===== src/rtl/i2c_pkg.sv =====
// Shared types and defaults for the DDC/I2C receive-side conditioner.
// Bus-state encoding, default timing constants and small helpers.
package i2c_pkg;

    typedef enum logic [1:0] {
        BUS_IDLE  = 2'd0,
        BUS_BUSY  = 2'd1,
        BUS_STUCK = 2'd2
    } bus_state_e;

    localparam int I2C_FILT_LEN_DEF = 8;
    localparam int I2C_TIMEOUT_DEF  = 3712500;
    localparam int I2C_TMO_W        = 24;

    typedef logic [I2C_TMO_W-1:0] tmo_cnt_t;

    // One-cycle event bundle produced alongside the filtered levels.
    typedef struct packed {
        logic scl_rise;
        logic scl_fall;
        logic start;
        logic stop;
    } i2c_evt_t;

    // Increment that sticks at the limit instead of wrapping.
    function automatic tmo_cnt_t sat_inc(input tmo_cnt_t v, input tmo_cnt_t lim);
        tmo_cnt_t r;
        if (v >= lim) begin
            r = lim;
        end else begin
            r = v + tmo_cnt_t'(1);
        end
        return r;
    endfunction

endpackage


===== src/rtl/i2c_line_filter.sv =====
// Two-flop synchroniser plus persistence filter for one open-drain line.
// Filter built only when I2C_GLITCH_FILTER_EN is defined; else one register stage.
module i2c_line_filter
    import i2c_pkg::*;
#(
    parameter int FILT_LEN = I2C_FILT_LEN_DEF
) (
    input  logic clk_i,
    input  logic rst_ni,
    input  logic line_i,
    output logic level_o,
    output logic level_d_o
);

    logic [1:0] sync_q;
    logic       sync_lvl;
    logic       level_q;
    logic       level_d;

    assign sync_lvl = sync_q[1];

    // Metastability guard; idle bus is high so reload ones.
    always_ff @(posedge clk_i or negedge rst_ni) begin
        if (!rst_ni) begin
            sync_q <= 2'b11;
        end else begin
            sync_q <= {sync_q[0], line_i};
        end
    end

`ifdef I2C_GLITCH_FILTER_EN
    localparam int CW = $clog2(FILT_LEN + 1);
    localparam logic [CW-1:0] LEN_C = CW'(FILT_LEN);

    logic [CW-1:0] cnt_q;
    logic [CW-1:0] cnt_d;
    logic [CW-1:0] cnt_inc;

    // Follow the synchronised level only after FILT_LEN mismatching cycles.
    always_comb begin
        cnt_inc = cnt_q + CW'(1);
        level_d = level_q;
        cnt_d   = '0;
        if (sync_lvl != level_q) begin
            if (cnt_inc == LEN_C) begin
                level_d = ~level_q;
            end else begin
                cnt_d = cnt_inc;
            end
        end
    end

    // Mismatch run-length register.
    always_ff @(posedge clk_i or negedge rst_ni) begin
        if (!rst_ni) begin
            cnt_q <= '0;
        end else begin
            cnt_q <= cnt_d;
        end
    end
`else
    logic unused_len;
    assign unused_len = ^FILT_LEN;

    // No filtering: one extra register stage, same as a length of one.
    always_comb begin
        level_d = sync_lvl;
    end
`endif

    // Filtered level register.
    always_ff @(posedge clk_i or negedge rst_ni) begin
        if (!rst_ni) begin
            level_q <= 1'b1;
        end else begin
            level_q <= level_d;
        end
    end

    assign level_o   = level_q;
    assign level_d_o = level_d;

endmodule


===== src/rtl/i2c_bus_cond.sv =====
// DDC receive conditioner: filtered SCL/SDA, edge/START/STOP strobes, bus FSM.
// Optional spike filter enabled with `define I2C_GLITCH_FILTER_EN.
module i2c_bus_cond
    import i2c_pkg::*;
#(
    parameter int FILT_LEN    = I2C_FILT_LEN_DEF,
    parameter int TIMEOUT_CYC = I2C_TIMEOUT_DEF
) (
    input  logic i_local_clk,
    input  logic i_rst_n,
    input  logic i_scl,
    input  logic i_sda,
    output logic o_scl_f,
    output logic o_sda_f,
    output logic o_scl_rise,
    output logic o_scl_fall,
    output logic o_start,
    output logic o_stop,
    output logic o_busy,
    output logic o_timeout
);

    localparam tmo_cnt_t TMO_C = tmo_cnt_t'(TIMEOUT_CYC);

    logic       scl_q;
    logic       scl_d;
    logic       sda_q;
    logic       sda_d;

    i2c_evt_t   evt_d;
    i2c_evt_t   evt_q;

    bus_state_e state_q;
    bus_state_e state_d;
    tmo_cnt_t   tcnt_q;
    tmo_cnt_t   tcnt_d;
    logic       tmo_q;
    logic       tmo_d;

    i2c_line_filter #(
        .FILT_LEN (FILT_LEN)
    ) u_scl_filt (
        .clk_i     (i_local_clk),
        .rst_ni    (i_rst_n),
        .line_i    (i_scl),
        .level_o   (scl_q),
        .level_d_o (scl_d)
    );

    i2c_line_filter #(
        .FILT_LEN (FILT_LEN)
    ) u_sda_filt (
        .clk_i     (i_local_clk),
        .rst_ni    (i_rst_n),
        .line_i    (i_sda),
        .level_o   (sda_q),
        .level_d_o (sda_d)
    );

    // Events from current vs next filtered levels, so strobes align with the level.
    always_comb begin
        evt_d          = '0;
        evt_d.scl_rise = ~scl_q & scl_d;
        evt_d.scl_fall = scl_q & ~scl_d;
        evt_d.start    = scl_q & scl_d & sda_q & ~sda_d;
        evt_d.stop     = scl_q & scl_d & ~sda_q & sda_d;
    end

    // Strobe register.
    always_ff @(posedge i_local_clk or negedge i_rst_n) begin
        if (!i_rst_n) begin
            evt_q <= '0;
        end else begin
            evt_q <= evt_d;
        end
    end

    // Bus ownership and stuck-SCL watchdog.
    always_comb begin
        state_d = state_q;
        tcnt_d  = '0;
        tmo_d   = 1'b0;
        unique case (state_q)
            BUS_IDLE: begin
                if (evt_d.start) begin
                    state_d = BUS_BUSY;
                end
            end
            BUS_BUSY: begin
                if (evt_d.start) begin
                    state_d = BUS_BUSY;
                end else if (evt_d.stop) begin
                    state_d = BUS_IDLE;
                end else if (!scl_q) begin
                    tcnt_d = sat_inc(tcnt_q, TMO_C);
                    if (tcnt_d == TMO_C) begin
                        state_d = BUS_STUCK;
                        tmo_d   = 1'b1;
                        tcnt_d  = '0;
                    end
                end
            end
            BUS_STUCK: begin
                if (evt_d.start) begin
                    state_d = BUS_BUSY;
                end else if (scl_q) begin
                    state_d = BUS_IDLE;
                end
            end
            default: begin
                state_d = BUS_IDLE;
            end
        endcase
    end

    // FSM state, timeout counter and timeout strobe registers.
    always_ff @(posedge i_local_clk or negedge i_rst_n) begin
        if (!i_rst_n) begin
            state_q <= BUS_IDLE;
            tcnt_q  <= '0;
            tmo_q   <= 1'b0;
        end else begin
            state_q <= state_d;
            tcnt_q  <= tcnt_d;
            tmo_q   <= tmo_d;
        end
    end

    assign o_scl_f    = scl_q;
    assign o_sda_f    = sda_q;
    assign o_scl_rise = evt_q.scl_rise;
    assign o_scl_fall = evt_q.scl_fall;
    assign o_start    = evt_q.start;
    assign o_stop     = evt_q.stop;
    assign o_busy     = (state_q == BUS_BUSY);
    assign o_timeout  = tmo_q;

endmodule

===== config.mk =====
export PLATFORM = sky130hd
export DESIGN_NAME = i2c_bus_cond
export DESIGN_NICKNAME = d
export VERILOG_FILES = /design/src/rtl/i2c_pkg.sv /design/src/rtl/i2c_line_filter.sv /design/src/rtl/i2c_bus_cond.sv
export SDC_FILE = /design/constraint.sdc
export NUM_CORES = 1
export LEC_CHECK = 0
export ABC_CLOCK_PERIOD_IN_PS = 6900
export CAP_MARGIN = 20
export CORE_MARGIN = 4
export CORE_UTILIZATION = 65
export CTS_BUF_LIST = sky130_fd_sc_hd__clkbuf_4
export CTS_CLUSTER_DIAMETER = 40
export DETAILED_ROUTE_END_ITERATION = 7
export PLACE_DENSITY = 0.95
export SYNTH_ARGS = -nofsm -noshare
export SYNTH_HDL_FRONTEND = slang
export SYNTH_SLANG_ARGS = --single-unit

===== constraint.sdc =====
create_clock -name i_local_clk -period 6.9 [get_ports i_local_clk]
set_input_delay 1.38 -clock i_local_clk [delete_from_list [all_inputs] [get_ports i_local_clk]]
set_output_delay 1.38 -clock i_local_clk [all_outputs]
set_load 0.005 [all_outputs]

======== Word level (Yosys, flattened, before mapping) ========
Cells that the tools add are included.
storage, ports and cells
  register bits ........................... 37
  input port bits ......................... 4
  word-level logic and storage cells ...... 56
cells by class
  add/subtract/negate cells ............... 1
  magnitude comparators ................... 1
  equality and inequality tests ........... 7
  mux-type cells .......................... 23
  bitwise logic cells ..................... 11
  reductions and logical operators ........ 2
operators by type and width
  cell                   count
  $mux 24                10
  $add 24x1->24 const B  1
  $eq 24x22->1 const B   1
  $ge 24x22->1 const B   1
  $mux 2                 7
  $and 1x1->1            7
  $pmux 2 s3             1
  $mux 1                 5
  $ne 4x1->1 const B     1
  $ne 4x4->1 const B     1
  $not 1->1              4
  $reduce_and 4->1       1
  $ne 3x2->1 const B     1
  $eq 2x1->1 const B     1
  $eq 2x2->1 const B     1
  $logic_not 2->1        1
  $ne 2x2->1 const B     1

======== Depth between registers and ports, before layout ========
Gate-level depths: netlist (run 1).
  depth in word-level cells ............... 12
  mapped depth ............................ 10
  mapped depth without buffers ............ 7

======== Cells and area by module ========
Synthesis (run 1) repeated with hierarchy kept, for this count alone.
second synthesis, totals
  cell total of the unflattened synthesis .. 217
  area total of the unflattened synthesis .. 2273.4 µm²
modules (own cells, without submodules)
  module           instances  cells an instance  area each (µm²)
  i2c_bus_cond     1          211                2115.8
  i2c_line_filter  2          3                  78.8

======== Worst setup path before layout (run 1) ========
Ideal clock, no wire load.
  path kind ............................... register -> register
  start point ............................. reg tcnt_q[0]
  end point ............................... reg tcnt_q[4]
  arrival ................................. 2.673 ns
  path slack .............................. 4.091 ns
  stages on the path, launching flop included .. 11
  clock period less this slack ............ 2.809 ns
  cell sequence ........................... dfrtp_1 > ha_1 > clkbuf_1 > and4_1 > clkbuf_1 > nand4_1 > or4_1 > a222oi_1 > and4_1 > buf_6 > nor3_1
on the way
  word-level cells in the longest chain between the ends .. 12
RTL lines
  what                                                  RTL line                      RTL
  start: declaration                                    i2c_bus_cond.sv:35            tmo_cnt_t tcnt_q;
  start signal: assignment                              i2c_bus_cond.sv:124           tcnt_q <= tcnt_d;
  $add 24x1->24 / $ge 24x22->1 (equally long branches)  i2c_pkg.sv:31, i2c_pkg.sv:28
  $mux 24 *                                             i2c_pkg.sv:28                 if (v >= lim) begin
  $mux 24 *                                             i2c_bus_cond.sv:94            end else if (!scl_q) begin
  $mux 24 *                                             i2c_bus_cond.sv:92            end else if (evt_d.stop) begin
  $mux 24 *                                             i2c_bus_cond.sv:90            if (evt_d.start) begin
  $mux 24 *                                             i2c_bus_cond.sv:83            unique case (state_q)
  $eq 24x22->1                                          i2c_bus_cond.sv:96            if (tcnt_d == TMO_C) begin
  $mux 24 *                                             i2c_bus_cond.sv:96
  $mux 24 *                                             i2c_bus_cond.sv:94
  $mux 24 *                                             i2c_bus_cond.sv:92
  $mux 24 *                                             i2c_bus_cond.sv:90
  $mux 24 *                                             i2c_bus_cond.sv:83
  named net tcnt_d[4]                                   i2c_bus_cond.sv:36            tmo_cnt_t tcnt_d;
Mark *: on every way through the listed nets, which the timed path passes. The rest lies on a longest branch. The select of a mux whose other input is x is not followed.
A chain may end at the register's enable or synchronous reset.

======== Worst setup path after layout (run 1) ========
  start point ............................. reg tcnt_q[0]
  end point ............................... reg tcnt_q[20]
Same word-level chain as after synthesis.

==> reports/metrics.cfg, run 1 <==
[routing]
vias = 1583
drc = 0
ant_nets = 0
via_per_inst = 6.62
wl_per_cell_um = 17.6
wl_mm = 4.20
drt_iter0_markers = 200
dr.pass1.iters = 4

[sta]
hold_violations = 0
maxSlewViolCount = 0
whs_ns = 0.364
rsz0062_at_grt = no
fmax_mhz = 315
clock_skew_ns = 0.00810
finalCritPeriodShare_pct = 46.0
slew_headroom_pct = 66.4
final.min_clock_period_ns = 3.18
max_slew.worst_pin.slew_ns = 0.499
setup_tns_ns = 0
setup_viol = 0

[synthesis]
synth_common_cells = dfrtp_1 (31), nor3_1 (17), nor2_1 (14)
ys_warn_count = 0
async_reset_ff_share_pct = 100
ys_ff_latch = 37
yosysTopAreaCell = dfrtp_1
synth_most_common_cell = dfrtp_1
netlist_area_um2 = 1980
synth-edff-count = 0
synthTopCellsByArea = dfrtp_1 (39%), dfstp_2 (8.0%), xnor2_1 (5.3%), nor3_1 (4.3%), xor2_1 (3.1%)
synth-main-ff-cell = dfrtp_1
synth_top_area_share_pct = 39.2
synthesis.instances = 201
yosysUniqueCellTypes = 53
synth-seq-area-share_pct = 47.2
postSynthAreaPerCell_um2 = 9.84

[cts]
holdBufCountCts = 0
postCtsSetupRepairBufs = 0
h-tree-depth = 2
cts_tree = built
cts-root-buf = clkbuf_4
numCtsBuffers = 5
cts_num_sinks = 37
cts_buffer_depth = 2
path_clk_slew_ns = 0.11
insertion_delay_ns = 0.35
cts_resized = 0

[finish]
n_fill_cell = 190
fin_area_um2 = 2150
area_delta_synth_final_pct = 8.86
num_antenna_cells = 0
fin_cells = 239
multiInputGateArea_um2 = 952
nets = 213
final_layout_size_suffix_gt1_share_pct = 11.1
ff_latch_area_um2 = 933

[worst_setup_path]
r2r_start = tcnt_q[0]
crit_required_ns = 7.12
cp_data_arrival_time_ns = 3.40
critical_path_class = register to register
rr_worst_depth = 7
cp_max_fo = 12
endpoint_kind = register
r2r_end = tcnt_q[20]
max_stage_delay_ns = 0.59
cp_cell_sequence = ha_1, and4_1, nand4_1, or4_1, a222oi_1, and4_1, nor3_1
rrSetupSlack_ns = 3.72
cp_slowest_cell = or4_1
critPathMostFrequentCell = and4_1
startpoint_type = register

[global_routing]
grt_antenna_before_repair = 0
grt_pass1_wl_mm = 7.21
track_usage_pct = 23.3
grt_max_degree = 38
grt-ovfl-total = 0
grt_pass1_vias = 1532

[placement]
postPlaceCellArea_um2 = 2070
dp_cells = 231
gp_congestion = 0.900
io_buffers = 11
dp.final_hpwl_mm = 2.80

[floorplan]
fp.dieW_um = 63.2
core_um2 = 2830
placement_rows = 19
start_util_pct = 69.9
io_pins = 12
fp.dieH_um = 63.2
dieArea_um2 = 3990

[power]
p_leak_nw = 0.807
p_per_area_nw_per_um2 = 183
worst_ir_drop_vdd_v = 0.000147

[min_path]
min_to = u_sda_filt.sync_q[1]
hold_path.startpoint = u_sda_filt.sync_q[0]
holdPathStages = 0
hp-class = register to register

[job]
drv_cap = 0

[status]
status = finished clean

area by class of cell:
class                           count  area share (%)
Multi-Input combinational cell    144            44.2
Clock inverter                      3            2.15
Timing Repair Buffer               12            5.47
Clock buffer                        5            1.74
Inverter                            7            1.22
Sequential cell                    37            43.4
Tap cell                           31            1.80
cells by family (layout without fill, tap and decap cells):
logic type	Yosys count	after routing	synth area share, %
DFF	37	37	47.2
AOI/OAI and AO/OA	30	30	11.3
adders and majority gates	2	2	1.27
and+or+nand+nor	89	89	25.8
xor gates and xnor gates	19	19	8.42
other	1	2	0.190
muxes	2	2	1.01
buffers and inverters	21	27	4.81
power breakdown:
group          leakage [nW]  internal [mW]  switching, mW
registers             0.488          0.223        0.00359
clock network        0.0414         0.0766         0.0728
logic                 0.278        0.00840        0.00935
total                 0.807          0.308         0.0857
routing by layer:
metal,vias up,GRT usage (%),part of all wire (%)
met3,9,3.91,6.2
met2,62,37.7,50
met1,775,29.8,41
met4,0,12.1,2.3
met5,-,0,0
li1,737,-,-
cell usage in the layout, fill, tap and decap left out, types with 3 or more instances in the layout:
cell             instances
a21oi_1                  5
and3_1                   3
and4_1                   4
clkbuf_4                 5
clkdlybuf4s50_1         11
dfrtp_1                 31
dfstp_2                  6
inv_1                    7
nand2_1                 11
nand3_1                  8
nand4_1                  6
nand4b_1                 3
nor2_1                  14
nor2b_1                  5
nor3_1                  17
o211ai_1                 3
o21ai_0                  4
or4_1                    3
xnor2_1                 12
xor2_1                   7
metrics by stage:
stage	util, %	total power [mW]	setup WS (ns)
floorplan	-	0.235	4.09
global placement	73.1	0.247	3.99
detailed placement	73.1	0.248	3.84
CTS	76.1	0.399	3.80
global route	76.1	0.413	3.54
finish	76.1	0.393	3.72
critical path, delay by kind of cell, from the launching register on:
kind / cells / cell delay, ns
AND/OR/NAND/NOR: 5 / 1.88
flip-flops: 1 / 0.49
adder cells (fa/ha/maj): 1 / 0.37
AO/OA/AOI/OAI: 1 / 0.30
flip-flops by register name, indices dropped and copies added (netlist names):
name / flops
o_start: 1
tcnt_q: 24
u_scl_filt.level_o: 1
u_sda_filt.level_o: 1
state_q: 2
o_scl_fall: 1
o_timeout: 1
o_stop: 1
o_scl_rise: 1
u_sda_filt.sync_q: 2
u_scl_filt.sync_q: 2
how the worst max path moves through the flow:
stage               slack (ns)  cells past startpoint       from    endpoint
global route              3.54                      7  tcnt_q[0]   tcnt_q[2]
detailed placement        3.84                      7  tcnt_q[0]  tcnt_q[20]
floorplan                 4.09                     10  tcnt_q[0]   tcnt_q[4]
finish                    3.72                      7  tcnt_q[0]  tcnt_q[20]
CTS                       3.80                      7  tcnt_q[0]  tcnt_q[20]
global placement          3.99                      6  tcnt_q[2]   tcnt_q[7]
Power figures use the tool's default switching activity.
==> inputs of run 2 (changes only) <==
- ABC_CLOCK_PERIOD_IN_PS: 6900 -> 2600
- CORE_UTILIZATION: 65 -> 55
- PLACE_DENSITY: 0.95 -> 0.89
- clock period: 6.9 -> 2.6 ns (I/O delays scaled with it)
==> run 2 against run 1 <==
Clock power rose by 97%. Count of clock-buffer cells in the layout is the same. Via count up 2.0%. Critical endpoint is now tcnt_q[15]. Sequential cell count is the same. Register-to-register slack worse by 3.6 ns. Worst setup slack lost 3.6 ns. Maximum frequency grew 30%. Worst hold slack lost 0.13 ns. Sequential power rose to 2.6 times the previous value.
==> reports/metrics.cfg, run 2 (same netlist as run 1, synthesis figures left out) <==
[status]
status = finished clean

[worst_setup_path]
r2r_end = tcnt_q[15]
rrSetupSlack_ns = 0.15
endpoint_kind = register
max_stage_delay_ns = 0.53
startpoint_type = register
crit_required_ns = 2.82
cp_slowest_cell = or4b_4
cp_max_fo = 6
r2r_start = tcnt_q[8]
rr_worst_depth = 7
critPathTopFamily = simple AND/OR/NAND/NOR gates
critPathBufInv = 1
cp_data_arrival_time_ns = 2.67
cp_cell_sequence = nand4_1, or4b_4, or4_4, a222oi_1, and4_1, buf_6, nor3b_1
critical_path_class = register to register

[floorplan]
placement_rows = 21
fp.dieH_um = 68.0
fp.dieW_um = 68.0
dieArea_um2 = 4620
io_pins = 12
start_util_pct = 57.9
core_um2 = 3420

[cts]
cts_tree = built
holdBufCountCts = 0
h-tree-depth = 2
numCtsBuffers = 5
cts_buffer_depth = 2
insertion_delay_ns = 0.35
path_clk_slew_ns = 0.11
cts-root-buf = clkbuf_4
cts_num_sinks = 37

[sta]
slew_headroom_pct = 47.6
rsz0062_at_grt = no
hold_violations = 0
setup_tns_ns = 0
max_slew.worst_pin.slew_ns = 0.786
worst_slack_ns = 0.153
clock_skew_ns = 0.0105
fmax_mhz = 409
maxSlewViolCount = 0
final.min_clock_period_ns = 2.45
setup_viol = 0
finalCritPeriodShare_pct = 94.1

[finish]
mostFrequentLayoutCells = dfrtp_1 (30), buf_4 (24), nor3_1 (17)
largest_reg_flops = 24
ff_latch_area_um2 = 935
num_antenna_cells = 0
final_layout_size_suffix_gt1_share_pct = 21.9
final_common_cell = dfrtp_1
area_delta_synth_final_pct = 18.4
top_register = tcnt_q
multiInputGateArea_um2 = 958
n_fill_cell = 263
nets = 238
fin_util_pct = 68.5

[routing]
drc = 0
dr.pass1.iters = 4
via_per_inst = 5.78
drt_iter0_markers = 76
ant_nets = 0
wl_per_cell_um = 14.8
wl_mm = 4.12
vias = 1614

[power]
worst_ir_drop_vdd_v = 0.000275
p_per_area_nw_per_um2 = 401
p_leak_nw = 0.925
p_total_mw = 0.937

[global_routing]
grt_pass1_vias = 1438
track_usage_pct = 19.8
grt_max_degree = 38
grt_pass1_wl_mm = 6.78
grt_antenna_before_repair = 0
grt-ovfl-total = 0

[placement]
dp_slack_ns = 0.0849
dp.final_hpwl_mm = 2.89
io_buffers = 11
gp_congestion = 0.856

[min_path]
hp-class = primary input to async pin

[job]
drv_cap = 0

run 2: worst max-delay path by stage:
stage,cells past startpoint,endpoint,startpoint,slack [ns]
after floorplan,10,tcnt_q[4],tcnt_q[0],-0.11
after global placement,7,tcnt_q[10],tcnt_q[5],0.13
after detailed placement,7,tcnt_q[2],tcnt_q[5],0.08
after CTS,7,tcnt_q[2],tcnt_q[5],0.06
after global routing,8,tcnt_q[2],tcnt_q[0],0.02
final,7,tcnt_q[15],tcnt_q[8],0.15
run 2: per-layer routing:
layer | vias to the layer above | global-route usage [%] | wire length [um]
li1 | 787 | - | -
met1 | 775 | 29.8 | 1970
met2 | 42 | 27.2 | 1890
met3 | 10 | 4.43 | 171
met4 | 0 | 8.68 | 88
met5 | - | 0 | 0
run 2: final cells by class:
type | instances | area share [%]
Tap cell | 46 | 2.46
Multi-Input combinational cell | 144 | 41.0
Clock inverter | 3 | 0.749
Sequential cell | 37 | 39.9
Clock buffer | 5 | 1.60
Inverter | 7 | 1.12
Timing Repair Buffer | 37 | 13.2
run 2: where the power goes:
group	total [mW]	internal (mW)	switching, mW
combinational	0.0461	0.0211	0.0249
sequential	0.598	0.591	0.00739
clock	0.293	0.102	0.191
total	0.937	0.714	0.223
run 2: timing repair:
item,in CTS,in global routing
endpoints found under the setup margin,0,12
resized for setup,0,6
setup buffers,0,3
run 2: per-stage QoR:
step / area (um2) / hold slack, ns / cells
final: 2340 / 0.237 / 279
after detailed placement: 2240 / 0.347 / 267
after floorplan: 1990 / 0.224 / 202
after CTS: 2290 / 0.257 / 275
after global routing: 2340 / 0.283 / 279
after global placement: 2240 / 0.346 / 267
==> variant: new RTL, settings of run 1 <==
Put a register stage on the outputs `o_scl_f`, `o_sda_f`, `o_scl_rise`, `o_scl_fall`, `o_start`, `o_stop` and `o_busy`, with the module's reset. The values now appear one clock later. The other outputs are not delayed to match.
--- a/src/rtl/i2c_bus_cond.sv
+++ b/src/rtl/i2c_bus_cond.sv
@@ -126,13 +126,25 @@
         end
     end
 
-    assign o_scl_f    = scl_q;
-    assign o_sda_f    = sda_q;
-    assign o_scl_rise = evt_q.scl_rise;
-    assign o_scl_fall = evt_q.scl_fall;
-    assign o_start    = evt_q.start;
-    assign o_stop     = evt_q.stop;
-    assign o_busy     = (state_q == BUS_BUSY);
+    always_ff @(posedge i_local_clk or negedge i_rst_n) begin
+        if (!i_rst_n) begin
+            o_scl_f    <= '0;
+            o_sda_f    <= '0;
+            o_scl_rise <= '0;
+            o_scl_fall <= '0;
+            o_start    <= '0;
+            o_stop     <= '0;
+            o_busy     <= '0;
+        end else begin
+            o_scl_f    <= scl_q;
+            o_sda_f    <= sda_q;
+            o_scl_rise <= evt_q.scl_rise;
+            o_scl_fall <= evt_q.scl_fall;
+            o_start    <= evt_q.start;
+            o_stop     <= evt_q.stop;
+            o_busy     <= (state_q == BUS_BUSY);
+        end
+    end
     assign o_timeout  = tmo_q;
 
 endmodule
Behaviour: not the same (Yosys sat finds a counterexample within 4 cycles, from zero or initial values and one cycle with i_rst_n low).
==> variant against run 1 <==
Utilization down 3.0 points. Total power up 15%. Wire length up 7.6%. Final area up 13%. Global-route usage up 0.16 points. Worst setup slack better by 0.059 ns. Sequential cell count up 7. Area after synthesis up 13%. Largest cell class is now sequential cells.
==> variant: results (changes against run 1) <==
[finish]
nets=239  ; +12%
regMostFlops=tcnt_q
fillers=229  ; +21%
diodes=0  ; unchanged
layout-drive-gt1-share_pct=10.7  ; -0.37 points

[logic_synthesis]
yosys_warnings=0  ; unchanged
ys_top_cells_by_count=dfrtp_1, nor2_1, nand2_1
synth_cell_types=48  ; -9.4%
async_reset_ff_share_pct=100  ; unchanged
synth_area_per_cell_um2=10.0  ; +1.7%
yosys-top-cells-area=dfrtp_1, dfstp_2, nor2_1, xnor2_1, xor2_1
ys_seq_area_share_pct=49.5  ; +2.3 points

[floorplan]
die_w_um=66.7  ; +5.6%

[cts]
cts_root_buf=clkbuf_4
clock_latency_ns=0.37  ; +0.02 ns
path_clk_slew_ns=0.14  ; +0.03 ns
post_cts_resized=0  ; unchanged

[grt]
grt_max_degree=45  ; +18%
grt_first_pass_wirelength_mm=7.69  ; +6.6%
grt_pass1_vias=1651  ; +7.8%
antenna_found_initial=0  ; unchanged
grt_use_total_pct=23.4  ; +0.16 points

[power]
p_leak_nw=0.916  ; +13%
ir_drop_v=0.000139  ; -5.4%

[placement]
placedInstanceArea_um2=2350  ; +14%
hpwl_mm=3.17  ; +13%
place_inst=272  ; +18%
place_ws_ns=3.87  ; +0.0375 ns
place.gp.congestion=0.910  ; +1.2%

[drt]
dr.pass1.iters=5  ; +1
vias_per_cell=6.09  ; -8.1%
wl_per_cell_um=16.1  ; -8.1%
dr.first_iter.drc_count=164  ; -18%
drt_wl_total_mm=4.52  ; +7.6%

[setup_path]
crit_start=tcnt_q[0]$_DFF_PN0_
crit_arrival_ns=3.35  ; -0.05 ns
crit_fanout=11  ; -1
r2r-start=tcnt_q[0]$_DFF_PN0_
worstReg2RegEnd=tcnt_q[4]$_DFF_PN0_
critPathCaptureType=flip-flop
reg2reg_setup_slack_ns=3.78  ; +0.06 ns
r2r_cells=8  ; +1

[status]
status=finished clean

[timing]
period_needed_ns=3.12  ; -0.0588 ns
max_slew.worst_pin.slew_ns=0.914  ; +0.415 ns
clock-skew-final_ns=0.0152  ; +0.00710 ns

[min_path]
holdCritStartpoint=evt_q[0]$_DFF_PN0_
hp-class=flip-flop to flip-flop

## variant: cell count changes after synthesis, sizes merged, moves of 3 or more
cell and change:
nor2b -3, nor2 +17, nor3 -10, nand3b +3
nand2b +4, a21oi +4, nand2 +8, and2 +6
clkbuf -5, dfrtp +7, nor4 +4
## variant: cells by family (layout without fill, tap and decap cells)
logic type	after synthesis	count (layout)	synth area share (%)
AO/OA/AOI/OAI	28	28	8.72
multiplexers	1	1	0.447
flip-flops	44	44	49.5
other	1	2	0.167
XOR/XNOR	20	20	7.82
AND/OR/NAND/NOR	112	112	28.9
buffers and inverters	16	25	3.35
adder cells (fa/ha/maj)	2	2	1.12
## variant: cell type report
type	instances	area (µm²)	area share, %
repair buffers	11	105	4.31
multi-input cells	165	1060	43.5
clock inverters	3	46.3	1.90
flip-flops and latches	44	1110	45.5
inverters	6	22.5	0.924
clock buffers	5	37.5	1.54
well taps	46	57.6	2.36
## variant: worst min path at each step
stage	to	slack, ns	cells past startpoint
after floorplan	o_scl_fall$_DFF_PN0_	0.33	0
after global placement	o_stop$_DFF_PN0_	0.33	0
after detailed placement	o_stop$_DFF_PN0_	0.34	0
after CTS	u_scl_filt.sync_q[1]$_DFF_PN1_	0.37	0
after global routing	o_stop$_DFF_PN0_	0.37	0
final	o_stop$_DFF_PN0_	0.37	0
## variant: critical path: stages (launching register included)
cell and delay (ns):
dfrtp_1 0.47, ha_1 0.34, nand4_1 0.24, nor4_2 0.56, nand2_1 0.16, mux2i_1 0.24
o211ai_1 0.15, o21ai_1 0.69, nor2_1 0.13
## variant: metal layers
layer / wire [µm] / global-route usage [%]
met1: 1930 / 29.9
met2: 2230 / 37.0
met3: 247 / 5.73
met4: 116 / 11.4
met5: 0 / 0
## variant: power by group
part | total (mW) | internal [mW] | switching, mW
logic | 0.0179 | 0.00725 | 0.0107
clock network | 0.165 | 0.0775 | 0.0872
registers | 0.269 | 0.266 | 0.00353
## variant: metrics by stage
step	total power [mW]	hold slack, ns
6_report	0.452	0.366
5_1_grt	0.469	0.372
4_1_cts	0.455	0.368
3_5_place_dp	0.292	0.339
3_3_place_gp	0.290	0.332
2_1_floorplan	0.279	0.331
